`src/rtl/mem_wb_pipe_stage.sv`:
```
// mem_wb_pipe_stage
//   MEM->WB pipeline register with valid/ready flow control, flush and an
//   optional 2-entry skid buffer. Sits between the data-memory stage and the
//   register-file write port and also presents the selected writeback value.
//
//   Handshake: a transfer happens on a rising clk edge when valid and ready
//   are both high on that side. Payloads only change on a transfer. While
//   out_valid & !out_ready the head payload is held stable.
//
// Parameters
//   DATA_W : width of read-data, ALU-result and writeback-data paths
//   RD_W   : destination register index width
//   SKID   : 1 = 2-entry skid buffer, in_ready registered
//            0 = single register, in_ready combinational
//
// Ports
//   clk, rst          : clock, asynchronous active-high reset
//   flush             : discard held and incoming entries this cycle
//   in_valid/in_ready : upstream handshake
//   in_rdata, in_alures, in_rd, in_memtoreg, in_regwrite : upstream payload
//   out_valid/out_ready : writeback handshake
//   out_rdata, out_alures, out_rd : head payload (held on bubbles)
//   out_memtoreg, out_regwrite    : head controls, forced to 0 on bubbles
//   out_wbdata        : out_memtoreg ? out_rdata : out_alures
module mem_wb_pipe_stage #(
    parameter int DATA_W = 32,
    parameter int RD_W   = 4,
    parameter int SKID   = 1
) (
    input  logic              clk,
    input  logic              rst,
    input  logic              flush,
    input  logic              in_valid,
    output logic              in_ready,
    input  logic [DATA_W-1:0] in_rdata,
    input  logic [DATA_W-1:0] in_alures,
    input  logic [RD_W-1:0]   in_rd,
    input  logic              in_memtoreg,
    input  logic              in_regwrite,
    output logic              out_valid,
    input  logic              out_ready,
    output logic [DATA_W-1:0] out_rdata,
    output logic [DATA_W-1:0] out_alures,
    output logic [RD_W-1:0]   out_rd,
    output logic              out_memtoreg,
    output logic              out_regwrite,
    output logic [DATA_W-1:0] out_wbdata
);

    localparam int PW = 2 * DATA_W + RD_W + 2;

    // Occupancy states of the skid variant: (head, skid) = (0,0) (1,0) (1,1)
    typedef enum logic [1:0] {
        ST_EMPTY = 2'd0,
        ST_ONE   = 2'd1,
        ST_TWO   = 2'd2
    } state_t;

    logic [PW-1:0]     in_payload;
    logic [PW-1:0]     head_q;
    logic              head_valid;
    logic [DATA_W-1:0] head_rdata;
    logic [DATA_W-1:0] head_alures;
    logic [RD_W-1:0]   head_rd;
    logic              head_memtoreg;
    logic              head_regwrite;

    assign in_payload = {in_rdata, in_alures, in_rd, in_memtoreg, in_regwrite};
    assign {head_rdata, head_alures, head_rd, head_memtoreg, head_regwrite} = head_q;

    generate
        if (SKID != 0) begin : g_skid
            state_t        state;
            logic [PW-1:0] skid_q;
            logic          ready_q;
            logic          push;

            assign push       = in_valid & ready_q;
            assign head_valid = (state != ST_EMPTY);
            // Registered ready: low exactly while the skid slot is occupied.
            assign in_ready   = ready_q;

            always_ff @(posedge clk or posedge rst) begin
                if (rst) begin
                    state   <= ST_EMPTY;
                    head_q  <= '0;
                    skid_q  <= '0;
                    ready_q <= 1'b1;
                end else if (flush) begin
                    // Payload registers keep their contents; only occupancy drops.
                    state   <= ST_EMPTY;
                    ready_q <= 1'b1;
                end else begin
                    unique case (state)
                        ST_EMPTY: begin
                            if (push) begin
                                head_q <= in_payload;
                                state  <= ST_ONE;
                            end
                        end
                        ST_ONE: begin
                            if (push && out_ready) begin
                                head_q <= in_payload;
                            end else if (push) begin
                                skid_q  <= in_payload;
                                state   <= ST_TWO;
                                ready_q <= 1'b0;
                            end else if (out_ready) begin
                                state <= ST_EMPTY;
                            end
                        end
                        ST_TWO: begin
                            // Skid always holds the younger entry; promote it.
                            if (out_ready) begin
                                head_q  <= skid_q;
                                state   <= ST_ONE;
                                ready_q <= 1'b1;
                            end
                        end
                        default: begin
                            state   <= ST_EMPTY;
                            ready_q <= 1'b1;
                        end
                    endcase
                end
            end
        end else begin : g_noskid
            logic valid_q;

            assign head_valid = valid_q;
            assign in_ready   = ~valid_q | out_ready;

            always_ff @(posedge clk or posedge rst) begin
                if (rst) begin
                    valid_q <= 1'b0;
                    head_q  <= '0;
                end else if (flush) begin
                    valid_q <= 1'b0;
                end else if (in_valid && in_ready) begin
                    valid_q <= 1'b1;
                    head_q  <= in_payload;
                end else if (out_ready) begin
                    valid_q <= 1'b0;
                end
            end
        end
    endgenerate

    assign out_valid    = head_valid;
    assign out_rdata    = head_rdata;
    assign out_alures   = head_alures;
    assign out_rd       = head_rd;
    // Controls are gated so a bubble can never write the register file.
    assign out_memtoreg = head_memtoreg & head_valid;
    assign out_regwrite = head_regwrite & head_valid;
    assign out_wbdata   = out_memtoreg ? head_rdata : head_alures;

endmodule

```
`config.mk`:
```
export PLATFORM = sky130hd
export DESIGN_NAME = mem_wb_pipe_stage
export DESIGN_NICKNAME = d
export VERILOG_FILES = /design/src/rtl/mem_wb_pipe_stage.sv
export SDC_FILE = /design/constraint.sdc
export NUM_CORES = 1
export LEC_CHECK = 0
export CAP_MARGIN = 5
export CORE_ASPECT_RATIO = 1.25
export CORE_UTILIZATION = 27
export DETAILED_ROUTE_END_ITERATION = 6
export GPL_TIMING_DRIVEN = 0
export PLACE_DENSITY_LB_ADDON = 0.15
export SLEW_MARGIN = 0
export SYNTH_ARGS = -nofsm -noshare
export SYNTH_HDL_FRONTEND = slang
export SYNTH_SLANG_ARGS = --single-unit
```
`constraint.sdc`:
```
create_clock -name clk -period 12.48 [get_ports clk]
set_input_delay 1.248 -clock clk [delete_from_list [all_inputs] [get_ports clk]]
set_output_delay 1.248 -clock clk [all_outputs]
set_load 0.005 [all_outputs]
```
==> impl_metrics.env <==
export IMPL_outcome="complete, no violations"
export IMPL_total_leakage_power_uw=0.00435
export IMPL_synth_sequential_area_ratio=0.520
export IMPL_globalRouteTotalUtil=0.148
export IMPL_detail_route_wirelength_mm=18.1
export IMPL_critical_path_peak_fanout=10
export IMPL_dominantRegCellSynth="dfrtp_1"
export IMPL_detail_route_iter0_violations=142
export IMPL_cp_slowest_cell="clkdlybuf4s50_1"
export IMPL_cts_buffers=17
export IMPL_r2r_cells=4
export IMPL_vdd_drop_max_v=0.0000948
export IMPL_timing_setup_critical_path_class="reg2out"
export IMPL_powerDensity_nw_per_um2=175
export IMPL_timing_max_cap_violations=0
export IMPL_synth_enable_flop_cells=0
export IMPL_gp_congestion=0.720
export IMPL_multi_input_area_um2=2600
export IMPL_critPathRequiredTime_ps=11230
export IMPL_drcViolationCount=0
export IMPL_tritoncts="yes"
export IMPL_filler_cell_count=2463
export IMPL_regToRegEndpoint="g_skid.skid_q[33]"
export IMPL_antenna_diode_count=0
export IMPL_placement_rows=65
export IMPL_grt_pass1_vias=5166
export IMPL_grt_pass1_wl_mm=28.8
export IMPL_ys_types=26
export IMPL_io_pin_count=179
export IMPL_slew_headroom=0.566
export IMPL_fin_skew_ps=9.70
export IMPL_final_setup_viol_count=0
export IMPL_sequential_cell_area_um2=3580
export IMPL_final_hold_worst_slack_ps=504
export IMPL_power_frac_seq=0.399
export IMPL_total_of_flip_flops_plus_latches_after_synthesis=143
export IMPL_syn_area_um2=6890
export IMPL_cp_data_arrival_time_ps=2770
export IMPL_min_path_type="reg2reg"
export IMPL_area_delta_synth_final_pct=41.0
export IMPL_hold_path_end="g_skid.skid_q[48]"
export IMPL_critPathLaunchType="register"
export IMPL_detail_route_vias_per_cell=4.33
export IMPL_die_width_um=145
export IMPL_wire_per_inst_um=16.0
export IMPL_clock_root_buffer="clkbuf_16"
export IMPL_clock_path_buffers=2
export IMPL_height_of_the_die_um=181
export IMPL_p_int_uw=1260
export IMPL_final_min_period_over_clock_period=0.322
export IMPL_ys_warn_count=0
export IMPL_detailedPlacementHpwl_mm=13.3
export IMPL_numPortBuffers=178
export IMPL_rsz0062_at_grt="false"
export IMPL_drt_pre_antenna_iters=4
export IMPL_crit_chain="clkbuf_2 > nor2_1 > inv_1 > nand2_1 > buf_2 > mux2_2 > clkdlybuf4s50_1"
export IMPL_grt_start_max_net_pins=76
export IMPL_ys_async_sr_fraction=1.00
export IMPL_total_power_uw=1700
export IMPL_synth_avg_cell_area_um2=11.8
export IMPL_rrSetupSlack_ps=10510
export IMPL_final_hold_violation_count=0
export IMPL_synth_cells=582
export IMPL_synthesis_nets=657
export IMPL_htree_levels=4
export IMPL_combinationalPowerShare=0.297
export IMPL_clock_sinks=143
export IMPL_placeableCoreArea_um2=25100
export IMPL_detailroute_via_count=4879
export IMPL_cts_resized=0
export IMPL_timing_worst_slew_pin_value_ps=650
export IMPL_critical_path_max_stage_delay_ps=440
export IMPL_cts_clk_slew_worst_paths_ps=60
export IMPL_power_switching_share=0.261
export IMPL_post_route_util=0.387
export IMPL_holdPathStages=1
export IMPL_commonest_cells_after_routing_fill_and_taps_aside="clkdlybuf4s50_1 (178), dfrtp_1 (142), mux2_2 (102)"
export IMPL_min_from="g_skid.skid_q[48]"
export IMPL_layout_commonest_cell="clkdlybuf4s50_1"
export IMPL_layout_nets=855
export IMPL_clk_latency_ps=420
export IMPL_final_layout_size_suffix_gt1_frac=0.299
export IMPL_maxSlewViolCount=0
export IMPL_critPathCaptureType="output port"
export IMPL_period_needed_ps=4020
export IMPL_power_clock_fraction=0.304
export IMPL_fp_dieArea_um2=26200
export IMPL_highest_clock_frequency_the_design_can_meet_ghz=0.249
export IMPL_post_cts_setup_buffer_count=0
export IMPL_cts_hold_buffers=0
export IMPL_grt_remaining_overflow=0
export IMPL_number_of_antenna_violations_at_the_first_check_in_global_routing=0
export IMPL_regToRegStartpoint="g_skid.state[0]"
export IMPL_final_setup_tns_ps=0
export IMPL_power_net_switching_uw=445
export IMPL_ant_nets=0
export IMPL_initial_utilization=0.274
worst max-delay path by stage:
stage | from | end
floorplan | rst | g_skid.skid_q[0]
global placement | rst | g_skid.skid_q[52]
detailed placement | g_skid.state[1] | out_wbdata[7]
CTS | g_skid.state[1] | out_wbdata[15]
global route | g_skid.state[1] | out_wbdata[19]
finish | g_skid.state[1] | out_wbdata[15]
power groups by stage:
stage	sequential, uW	combinational, uW	clock (uW)
after floorplan	659	279	0
final	680	506	517
after detailed placement	690	515	0
after CTS	682	517	535
after global placement	684	503	0
after global routing	700	554	555
cells in the mapped netlist, types with 2 or more instances:
cell | n | area (um^2)
mux2i_1 | 70 | 701
inv_1 | 3 | 11.3
buf_2 | 26 | 130
mux2_2 | 102 | 1150
nand2_1 | 4 | 15.0
dfrtp_1 | 142 | 3550
nor2_1 | 72 | 270
clkbuf_4 | 2 | 15.0
buf_4 | 73 | 548
a21oi_1 | 71 | 355
nor2b_1 | 2 | 12.5
kinds of logic (layout without fill, tap and decap cells):
family | after synthesis | count (layout) | synth area share
mux | 172 | 172 | 0.268
flops | 143 | 143 | 0.520
buf+inv | 105 | 316 | 0.103
simple gates | 86 | 86 | 0.0516
compound gates | 76 | 76 | 0.0576
sequential cells by signal (all words and copies together) (netlist names):
register / count
g_skid.skid_q: 70
g_skid.state: 2
head_q: 70
in_ready: 1
worst max-delay path: cells and delay by family, from the launching register on:
family	cells	cell delay, ps
flip-flops	1	350
buffers and inverters	4	1080
AND/OR/NAND/NOR	2	530
multiplexers	1	380
cell type report:
cell class	instances	share of cell area
sequential	143	0.368
multi-input combinational	334	0.268
buffer	102	0.0718
clock inverter	12	0.0162
inverter	3	0.00167
tap	335	0.0431
timing repair buffer	179	0.186
clock buffer	20	0.0449
metrics by stage:
stage          std cells  setup slack (ps)  area [um^2]
6_report            1128              8460         9720
2_1_floorplan        582              7400         6890
4_1_cts             1128              8330         9720
5_1_grt             1128              8230         9720
3_3_place_gp        1095              5320         9090
3_5_place_dp        1096              8790         9120
per-layer routing:
| layer | wire length [um] | GRT usage | vias up |
|---|---|---|---|
| met4 | 283 | 0.0526 | 0 |
| li1 | - | - | 2339 |
| met3 | 688 | 0.0327 | 17 |
| met1 | 7560 | 0.175 | 2425 |
| met2 | 9570 | 0.259 | 98 |
| met5 | 0 | 0 | - |
Power figures use the tool's default switching activity.
